**src/rtl/nn_pkg.sv**
```systemverilog
// -----------------------------------------------------------------------------
// nn_pkg
//   Shared sizing and FSM encoding for the nn_node datapath and its loader.
//   Keeping the geometry here guarantees the loader's vector layout and the
//   consumer's slicing agree.
//   Contents: word geometry (DATA_W, N_IN, N_HID, N_OUT), derived frame size
//   N_TOT, word-counter width, FSM state constants, word type.
//   Optional feature macro used by the loader: NN_LOADER_WEIGHT_HOLD_EN.
// -----------------------------------------------------------------------------
package nn_pkg;

    localparam int DATA_W = 16;
    localparam int N_IN   = 4;
    localparam int N_HID  = 4;
    localparam int N_OUT  = 2;

    localparam int N_W1   = N_IN * N_HID;
    localparam int N_W2   = N_HID * N_OUT;
    localparam int N_TOT  = N_IN + N_W1 + N_W2;

    // One bit of headroom over N_TOT so overlong frames are still counted
    // (saturating) and can be told apart from the last legal slot.
    localparam int K_W    = $clog2(N_TOT + 1) + 1;
    localparam int CNT_W  = 16;

    localparam logic [1:0] ST_LOAD = 2'd0;
    localparam logic [1:0] ST_FIRE = 2'd1;
    localparam logic [1:0] ST_HOLD = 2'd2;

    typedef logic [DATA_W-1:0] word_t;

endpackage

```
**src/rtl/nn_loader_if.sv**
```systemverilog
// -----------------------------------------------------------------------------
// nn_loader_if
//   Valid/ready word stream into nn_loader.
//   s_data  : stream word
//   s_valid : s_data valid
//   s_last  : final word of the frame, qualified by s_valid
//   s_ready : loader accepts a word this cycle
//   master modport = stream source, slave modport = loader.
// -----------------------------------------------------------------------------
interface nn_loader_if;
    import nn_pkg::*;

    logic [DATA_W-1:0] s_data;
    logic              s_valid;
    logic              s_last;
    logic              s_ready;

    modport master (output s_data, output s_valid, output s_last, input s_ready);
    modport slave  (input s_data, input s_valid, input s_last, output s_ready);

endinterface

```
**src/rtl/nn_loader_ctrl.sv**
```systemverilog
// -----------------------------------------------------------------------------
// nn_loader_ctrl
//   Frame control for nn_loader: LOAD/FIRE/HOLD FSM, word counter, hold
//   counter and last-word decode. Produces one-hot slot write enables for the
//   register file in the parent.
//   Ports:
//     clk, rst_n    clock, async active-low reset
//     s_valid_i     stream valid
//     s_last_i      stream last
//     s_ready_o     registered "in LOAD" decode
//     slot_we_o     one-hot write enable for slot k (only when k < N_TOT)
//     in_ready_o    one-cycle pulse while in FIRE
//     frame_err_o   one-cycle pulse after a malformed frame is dropped
//     frame_cnt_o   count of in_ready pulses, wrapping
//   Macro NN_LOADER_WEIGHT_HOLD_EN: accept N_IN-word frames that reuse the
//   held weights once a full frame has loaded them.
// -----------------------------------------------------------------------------
module nn_loader_ctrl
    import nn_pkg::*;
#(
    parameter int HOLD_CYCLES = 2
) (
    input  logic             clk,
    input  logic             rst_n,
    input  logic             s_valid_i,
    input  logic             s_last_i,
    output logic             s_ready_o,
    output logic [N_TOT-1:0] slot_we_o,
    output logic             in_ready_o,
    output logic             frame_err_o,
    output logic [CNT_W-1:0] frame_cnt_o
);

    localparam int HW = $clog2(HOLD_CYCLES) + 1;

    logic [1:0]       state_q, state_d;
    logic [K_W-1:0]   k_q, k_d;
    logic [HW-1:0]    hold_q, hold_d;
    logic             s_ready_q;
    logic             in_ready_q;
    logic             frame_err_q;
    logic [CNT_W-1:0] frame_cnt_q;

    logic hs;
    logic last_full;
    logic fire;
    logic err;

    // s_ready is only ever high in LOAD, so a handshake implies LOAD.
    assign hs        = s_valid_i && s_ready_q;
    assign last_full = (k_q == K_W'(N_TOT - 1));

`ifdef NN_LOADER_WEIGHT_HOLD_EN
    logic wt_loaded_q, wt_loaded_d;
    logic last_short;

    assign last_short = (k_q == K_W'(N_IN - 1));
`endif

    always_comb begin
        fire = 1'b0;
        err  = 1'b0;
        if (hs && s_last_i) begin
            if (last_full) begin
                fire = 1'b1;
`ifdef NN_LOADER_WEIGHT_HOLD_EN
            end else if (last_short && wt_loaded_q) begin
                fire = 1'b1;
`endif
            end else begin
                err = 1'b1;
            end
        end
    end

`ifdef NN_LOADER_WEIGHT_HOLD_EN
    // Weights are trusted only after a complete frame and until any error,
    // since an aborted frame may have overwritten part of them.
    always_comb begin
        wt_loaded_d = wt_loaded_q;
        if (err)
            wt_loaded_d = 1'b0;
        else if (fire && last_full)
            wt_loaded_d = 1'b1;
    end
`endif

    always_comb begin
        state_d = state_q;
        k_d     = k_q;
        hold_d  = hold_q;
        case (state_q)
            ST_LOAD: begin
                if (fire) begin
                    state_d = ST_FIRE;
                    k_d     = '0;
                end else if (err) begin
                    k_d = '0;
                end else if (hs && (k_q != {K_W{1'b1}})) begin
                    k_d = k_q + K_W'(1);
                end
            end
            ST_FIRE: begin
                state_d = ST_HOLD;
                k_d     = '0;
                hold_d  = HW'(HOLD_CYCLES - 1);
            end
            ST_HOLD: begin
                if (hold_q == '0)
                    state_d = ST_LOAD;
                else
                    hold_d = hold_q - HW'(1);
            end
            default: state_d = ST_LOAD;
        endcase
    end

    always_ff @(posedge clk or negedge rst_n) begin
        if (!rst_n) begin
            state_q     <= ST_LOAD;
            k_q         <= '0;
            hold_q      <= '0;
            s_ready_q   <= 1'b0;
            in_ready_q  <= 1'b0;
            frame_err_q <= 1'b0;
            frame_cnt_q <= '0;
`ifdef NN_LOADER_WEIGHT_HOLD_EN
            wt_loaded_q <= 1'b0;
`endif
        end else begin
            state_q     <= state_d;
            k_q         <= k_d;
            hold_q      <= hold_d;
            s_ready_q   <= (state_d == ST_LOAD);
            in_ready_q  <= fire;
            frame_err_q <= err;
            if (fire)
                frame_cnt_q <= frame_cnt_q + CNT_W'(1);
`ifdef NN_LOADER_WEIGHT_HOLD_EN
            wt_loaded_q <= wt_loaded_d;
`endif
        end
    end

    // Words past N_TOT match no slot and are dropped.
    for (genvar i = 0; i < N_TOT; i++) begin : g_we
        assign slot_we_o[i] = hs && (k_q == K_W'(i));
    end

    assign s_ready_o   = s_ready_q;
    assign in_ready_o  = in_ready_q;
    assign frame_err_o = frame_err_q;
    assign frame_cnt_o = frame_cnt_q;

endmodule

```
**src/rtl/nn_loader.sv**
```systemverilog
// -----------------------------------------------------------------------------
// nn_loader
//   Upstream feeder for nn_node. Collects a frame of DATA_W words (inputs,
//   layer-1 weights, layer-2 weights) from a valid/ready stream into a
//   register file, pulses in_ready when the frame is complete and keeps the
//   registers frozen through the consumer's pipeline (FIRE + HOLD_CYCLES).
//   Ports:
//     clk, rst_n  clock, async active-low reset
//     s           nn_loader_if.slave stream (s_data/s_valid/s_last/s_ready)
//     in_vec      word i = in<i>, word 0 at LSBs
//     w1_vec      word i*N_HID+h = weight input i -> hidden h
//     w2_vec      word h*N_OUT+o = weight hidden h -> output o
//     in_ready    one-cycle pulse, vectors hold a complete frame
//     frame_err   one-cycle pulse, malformed frame dropped
//     frame_cnt   count of in_ready pulses, wrapping
//   Macro NN_LOADER_WEIGHT_HOLD_EN: short (N_IN-word) frames refresh in_vec
//   only and reuse the held weights.
// -----------------------------------------------------------------------------
module nn_loader
    import nn_pkg::*;
#(
    parameter int HOLD_CYCLES = 2
) (
    input  logic                      clk,
    input  logic                      rst_n,
    nn_loader_if.slave                s,
    output logic [N_IN*DATA_W-1:0]    in_vec,
    output logic [N_W1*DATA_W-1:0]    w1_vec,
    output logic [N_W2*DATA_W-1:0]    w2_vec,
    output logic                      in_ready,
    output logic                      frame_err,
    output logic [CNT_W-1:0]          frame_cnt
);

    logic [N_TOT-1:0]  slot_we;
    logic              s_ready_w;
    word_t [N_TOT-1:0] words_q;

    nn_loader_ctrl #(
        .HOLD_CYCLES (HOLD_CYCLES)
    ) u_ctrl (
        .clk         (clk),
        .rst_n       (rst_n),
        .s_valid_i   (s.s_valid),
        .s_last_i    (s.s_last),
        .s_ready_o   (s_ready_w),
        .slot_we_o   (slot_we),
        .in_ready_o  (in_ready),
        .frame_err_o (frame_err),
        .frame_cnt_o (frame_cnt)
    );

    assign s.s_ready = s_ready_w;

    // Slots are only written in LOAD, so everything stays frozen through
    // FIRE and HOLD without an explicit freeze signal.
    always_ff @(posedge clk or negedge rst_n) begin
        if (!rst_n) begin
            words_q <= '0;
        end else begin
            for (int i = 0; i < N_TOT; i++)
                if (slot_we[i])
                    words_q[i] <= s.s_data;
        end
    end

    assign in_vec = words_q[N_IN-1:0];
    assign w1_vec = words_q[N_IN+N_W1-1:N_IN];
    assign w2_vec = words_q[N_TOT-1:N_IN+N_W1];

endmodule

```
**src/flat_wrapper.sv**
```systemverilog
// flat-port wrapper written by rule: the top's interface ports become plain ports
module nn_loader_flat import nn_pkg::*;
#(
    parameter int HOLD_CYCLES = 2
)
  (clk, rst_n, in_vec, w1_vec, w2_vec, in_ready, frame_err, frame_cnt, s_s_data, s_s_valid, s_s_last, s_s_ready);
  nn_loader_if s_i ();
  input  logic clk;
  input  logic rst_n;
  output logic [N_IN*DATA_W-1:0] in_vec;
  output logic [N_W1*DATA_W-1:0] w1_vec;
  output logic [N_W2*DATA_W-1:0] w2_vec;
  output logic in_ready;
  output logic frame_err;
  output logic [CNT_W-1:0] frame_cnt;
  input wire logic [$bits(s_i.s_data)-1:0] s_s_data;
  input wire logic [$bits(s_i.s_valid)-1:0] s_s_valid;
  input wire logic [$bits(s_i.s_last)-1:0] s_s_last;
  output wire logic [$bits(s_i.s_ready)-1:0] s_s_ready;
  assign s_i.s_data = s_s_data;
  assign s_i.s_valid = s_s_valid;
  assign s_i.s_last = s_s_last;
  assign s_s_ready = s_i.s_ready;
  nn_loader #(.HOLD_CYCLES(HOLD_CYCLES)) u_core (.clk(clk), .rst_n(rst_n), .s(s_i), .in_vec(in_vec), .w1_vec(w1_vec), .w2_vec(w2_vec), .in_ready(in_ready), .frame_err(frame_err), .frame_cnt(frame_cnt));
endmodule
```
**config.mk**
```make
export PLATFORM = sky130hd
export DESIGN_NAME = nn_loader_flat
export DESIGN_NICKNAME = d
export VERILOG_FILES = /design/src/rtl/nn_pkg.sv /design/src/rtl/nn_loader_if.sv /design/src/rtl/nn_loader_ctrl.sv /design/src/rtl/nn_loader.sv /design/src/flat_wrapper.sv
export SDC_FILE = /design/constraint.sdc
export NUM_CORES = 1
export LEC_CHECK = 0
export ABC_CLOCK_PERIOD_IN_PS = 2480
export CORE_MARGIN = 5
export CORE_UTILIZATION = 49
export DETAILED_ROUTE_END_ITERATION = 7
export PLACE_DENSITY = 0.83
export SYNTH_ARGS = -nofsm -noshare
export SYNTH_HDL_FRONTEND = slang
export SYNTH_SLANG_ARGS = --single-unit
```
**constraint.sdc**
```tcl
create_clock -name clk -period 2.48 [get_ports clk]
set_clock_uncertainty 0.05 [all_clocks]
set_input_delay 0.744 -clock clk [delete_from_list [all_inputs] [get_ports clk]]
set_output_delay 0.744 -clock clk [all_outputs]
set_load 0.02 [all_outputs]
```
=== Yosys cells after proc, flatten, opt, wreduce, memory -nomap -nowiden ===
Index checks and enable logic that the tools add are counted.

* Input bits: 20
* Flip-flop bits (word level): 477

* Muxes and demuxes: 13
* Reductions and logical operators: 39
* Equality and inequality tests: 32
* $add $sub $neg: 3

{| class="wikitable"
|+ Operator list
! operator !! count
|-
| $eq A6 B5 Y1 const B || 12
|-
| $eq A6 B4 Y1 const B || 8
|-
| $logic_and A1 B1 Y1 || 31
|-
| $eq A6 B3 Y1 const B || 4
|-
| $mux W6 || 3
|-
| $add A16 B1 Y16 const B || 1
|-
| $eq A6 B2 Y1 const B || 2
|-
| $pmux W6 S2 || 1
|-
| $add A6 B1 Y6 const B || 1
|-
| $eq A6 B1 Y1 const B || 1
|-
| $logic_not A2 Y1 || 3
|-
| $logic_not A6 Y1 || 1
|-
| $mux W2 || 3
|-
| $ne A6 B6 Y1 const B || 1
|-
| $pmux W2 S3 || 1
|-
| $mux W1 || 4
|-
| $ne A4 B4 Y1 const B || 1
|-
| $pmux W2 S2 || 1
|-
| $reduce_and A2 Y1 || 2
|-
| $reduce_bool A2 Y1 || 2
|-
| $eq A2 B1 Y1 const B || 1
|-
| $eq A2 B2 Y1 const B || 1
|-
| $ne A2 B2 Y1 const B || 1
|-
| $sub A2 B1 Y2 const B || 1
|}

=== Longest topological paths before layout ===
* Word-level depth: 6
* Gate-level depth with buffers: 7

=== Modules after synthesis ===
A second synthesis with hierarchy kept.

* Cell total of the unflattened synthesis: 1177
* Area, all modules: 19133.4 sq um

{| class="wikitable"
|+ By module, submodules not included
! module !! area each (sq um) !! times used !! cells each
|-
| nn_loader || 17505.5 || 1 || 1000
|-
| nn_loader_ctrl || 1627.8 || 1 || 177
|}

=== Worst setup path before layout ===
Ideal clock, no wire load.

* Kind: input port to flip-flop
* From: input port s_s_valid
* To: register u_core.words_q, in the netlist u_core.w1_vec[101]
* Data arrival time: 1.982 ns
* Cell stages on the path: 7
* Buffers on the path: 3
* Setup slack: 0.323 ns
* Cells stage by stage: and2_1 -> buf_6 -> and3_1 -> buf_4 -> nand2_4 -> buf_2 -> mux2_2

* Longest elaborated chain between the ends: 2

{| class="wikitable"
|+ Ends and longest elaborated chain
! item !! RTL line !! text
|-
| from (decl) || flat_wrapper.sv:17 || <nowiki>input wire logic [$bits(s_i.s_valid)-1:0] s_s_valid;</nowiki>
|-
| $logic_and A1 B1 Y1 || nn_loader_ctrl.sv:50 || <nowiki>assign hs = s_valid_i && s_ready_q;</nowiki>
|-
| $logic_and A1 B1 Y1 || nn_loader_ctrl.sv:147 || <nowiki>assign slot_we_o[i] = hs && (k_q == K_W'(i));</nowiki>
|-
| to (signal, indexed assignment) || nn_loader.sv:63 || <nowiki>words_q[i] <= s.s_data;</nowiki>
|-
| to (decl) || nn_loader.sv:37 || <nowiki>word_t [N_TOT-1:0] words_q;</nowiki>
|}

No other way between the ends.
A chain may end at the register's enable or synchronous reset.

=== Final worst setup path ===
* From: register u_core.words_q, in the netlist u_core.w1_vec[115]
* To: output port w1_vec[115]

{| class="wikitable"
|+ RTL lines
! item !! RTL line !! text
|-
| to (decl) || flat_wrapper.sv:11 || <nowiki>output logic [N_W1*DATA_W-1:0] w1_vec;</nowiki>
|}

No word-level cell between the ends.

==> qor.csv <==
stage;metric;value;unit
cts;CTS tree;done;
synth;top cells by count, synth;dfrtp_1 (477), mux2_2 (384), mux2_1 (55);
timing;Worst-Margin Slew;0.4696;ns
run;total of max-cap violations;0;
synth;Synth area leaders;dfrtp_1 (64%), mux2_2 (23%), mux2_1 (3.3%), buf_4 (1.1%), mux2_4 (0.81%);
cts;clk sinks;477;
synth;Synth Flop Type;dfrtp_1;
synth;asr flop ratio synth;1.000;
grt;pin count of the biggest net entering global routing;78;
cts;CTS buffer count;48;
worst_setup_path;Critical Path Max Stage Delay;0.65;ns
drt;Iter 0 DRT Violations;423;
cts;maximum clock path buffer count;3;
placement;placed cell areas;0.02457;mm^2
pwr;clock share of power;0.294;
worst_setup_path;CP bufs+invs;1;
cts;worst skew pair latency;0.57;ns
timing;unrepaired setup endpoints after global routing;false;
timing;post-route clock period utilization;0.9773;
floorplanning;number of core rows;71;
worst_setup_path;CP delay by family, top;buffers and inverters;
drt;routed len/inst;25.69;um
layout;non-filler instance count after layout;2225;
timing;Final Setup Violations;0;
drt;DRC violations left;0;
worst_setup_path;Critical Path Fanout Max;2;
floorplanning;num ports;487;
worst_setup_path;Worst EP arrival;1.63;ns
worst_setup_path;startpoint types;flop;
synth;Distinct cells, synth;46;
cts;# H-tree levels;2;
floorplanning;die span in y;204.7;um
pwr;Logic pwr share;0.313;
synth;EDFF count, synth;0;
pwr;LEAKAGE;12.50;nW
cts;clk slew on worst S/H paths;0.06;ns
timing;Final Hold Fails;0;
synth;synthesized area per cell;16.02;um^2
grt;vias in the first global route;13230;
worst_setup_path;crit-path cells;clkdlybuf4s50_1;
timing;final slew viol count;0;
grt;global-route wire length before repair;86.16;mm
layout;fillers;2441;
worst_setup_path;Critical Path RT;1.69;ns
drt;routed wire length;57.15;mm
layout;ratio of cells with drive above 1 in the final layout;0.3405;
worst_setup_path;Worst R2R Setup Slack;0.41;ns
synth;syn nets;1185;
worst_setup_path;CP Capture Type;output pin;
layout;Finished Cell Area;0.02628;mm^2
synth;Seq cells post-synth;477;
placement;post-DP HPWL;38.78;mm
pwr;Reg power frac;0.393;
synth;Syn. warnings;0;
timing;crit path time final;2.424;ns
synth;Seq/Total Area, Yosys;0.6427;
cts;postcts setup bufs;0;
pwr;Psw;8.083;mW
synth;Synth top area share;0.6427;
placement;Placed Instances;2138;
grt;antenna violations before repair;0;
synth;Cells after Synth;1159;
drt;First-pass DRT Iterations;4;
worst_setup_path;Crit Path Category;reg -> out;
placement;# port buffers;486;
layout;synth-to-layout area growth;41.49;%
synth;top-count cell post-synth;dfrtp_1;
layout;Nets;1703;
timing;Relative slew margins;0.6869;
worst_setup_path;worst r2r src;u_core.u_ctrl.k_q[0]$_DFFE_PN0P_;
floorplanning;Die W;204.7;um
synth;Cell Area, Synth;0.01857;mm^2
drt;vias per cell;5.392;
worst_setup_path;path depth of the worst reg2reg path;6;
timing;Fmax;412.6;MHz
floorplanning;core area;0.03758;mm^2
floorplanning;starting density of the core;0.4942;
synth;Yosys top cell by area;dfrtp_1;
worst_hold_path;worst hold-check path type;in -> async;
pwr;worst vdd ir;638.3;uV
worst_setup_path;r2r endpoint;u_core.u_ctrl.frame_cnt_o[9]$_DFFE_PN0P_;
cts;hold buffer count at CTS;0;
grt;GR Overflow Total;0;
drt;via count;12000;
floorplanning;die area;0.04189;mm^2
drt;Antenna Nets Post-Route;0;
worst_setup_path;Slowest cell on crit path;clkdlybuf4s50_1;
timing;final worst slack;0.05630;ns
placement;gpl congestion;0.8244;
cts;root buffer cell;clkbuf_16;
pwr;P_int;18.30;mW
pwr;Power per Cell Area;1004;mW/mm^2
grt;gr usage total;0.2737;
pwr;switching share of power;0.3064;
placement;post-placement setup slack;-0.2243;ns
outcome;status;complete, no violations;
==> worst register-to-register path, delay by kind of cell, from the launching register on <==
| kind | cells | cell delay (ns) |
|---|---|---|
| and+or+nand+nor | 3 | 0.72 |
| adders and majority gates | 1 | 0.36 |
| buffers and inverters | 1 | 0.19 |
| xor gates and xnor gates | 1 | 0.15 |
| DFF | 1 | 0.48 |
==> per-layer routing <==
layer,track usage,part of all wire
met2,0.4673,0.50
met4,0.1000,0.038
met5,0,0
met3,0.08042,0.075
met1,0.3323,0.38
==> sequential cells by signal, indices dropped and copies added (netlist names) <==
name and cells:
u_core.u_ctrl.hold_q 2, u_core.u_ctrl.k_q 6, u_core.w1_vec 256, u_core.u_ctrl.frame_err_o 1, u_core.in_vec 64, u_core.u_ctrl.s_ready_o 1, u_core.u_ctrl.in_ready_o 1, u_core.w2_vec 128
u_core.u_ctrl.state_q 2, u_core.u_ctrl.frame_cnt_o 16
==> area by class of cell <==
cell class              count  area (um^2)  area share
diodes                      2        5.005   0.0001905
flip-flops and latches    477        11940      0.4543
multi-input cells         587         6115      0.2327
repair buffers            556         5851      0.2227
well taps                 511        639.4     0.02433
clock inverters            17        276.5     0.01052
clock buffers              68         1428     0.05433
inverters                   7        26.28    0.001000
==> timing repair <==
action	in CTS	in global routing
gates resized for setup	10	2
setup endpoints to repair	10	2
gates cloned	0	0
==> worst max path at each step <==
| stage | slack, ns | to | cells past startpoint | start |
|---|---|---|---|---|
| 4_1_cts | 0.01 | s_s_ready | 1 | u_core.u_ctrl.s_ready_o$_DFF_PN0_ |
| 6_report | 0.06 | w1_vec[115] | 1 | u_core.w1_vec[115]$_DFFE_PN0P_ |
| 5_1_grt | 0.01 | w1_vec[80] | 1 | u_core.w1_vec[80]$_DFFE_PN0P_ |
| 2_1_floorplan | 0.32 | u_core.w1_vec[101]$_DFFE_PN0P_ | 7 | s_s_valid |
| 3_3_place_gp | -0.18 | u_core.w1_vec[103]$_DFFE_PN0P_ | 6 | s_s_valid |
| 3_5_place_dp | -0.22 | u_core.w1_vec[106]$_DFFE_PN0P_ | 6 | s_s_valid |
==> placed cells by master (no fill, tap or decap), drive strengths merged, types with 3 or more instances in the layout <==
cell,instances
clkinv,7
inv,8
mux2,449
nand4,4
and2,3
nor2,12
ha,6
bufinv,7
nand4b,3
nand3,10
xnor2,13
and3,9
nand2b,4
dfrtp,477
clkdlybuf4s50,473
a21oi,3
clkbuf,68
o21ai,8
nor4,3
nand2,39
dlygate4sd2,10
buf,71
==> logic make-up (layout without fill, tap and decap cells) <==
group	after synthesis	after routing	share of synthesized area
muxes	450	450	0.2748
AOI/OAI and AO/OA	19	19	0.006535
other	0	2	0
buffers and inverters	95	648	0.02803
xor gates and xnor gates	15	15	0.007074
DFF	477	477	0.6427
adders and majority gates	6	6	0.004042
and+or+nand+nor	97	97	0.03679
==> power groups by stage <==
stage	clock network, mW	logic [mW]	registers (mW)
after floorplan	0	1.81	12.4
after global placement	0	8.08	10.4
after detailed placement	0	8.26	10.5
after CTS	7.90	8.33	10.4
after global routing	8.22	8.59	10.6
final	7.76	8.24	10.4
==> stage by stage <==
stage	utilization	setup TNS, ns	hold WS, ns	power [mW]
2_1_floorplan	-	0	0.3984	14.19
3_3_place_gp	0.6540	-49.10	0.4119	18.47
3_5_place_dp	0.6540	-67.52	0.4195	18.75
4_1_cts	0.6990	0	0.04167	26.61
5_1_grt	0.6991	0	0.04939	27.39
6_report	0.6993	0	0.04694	26.38
Power figures use the tool's default switching activity.
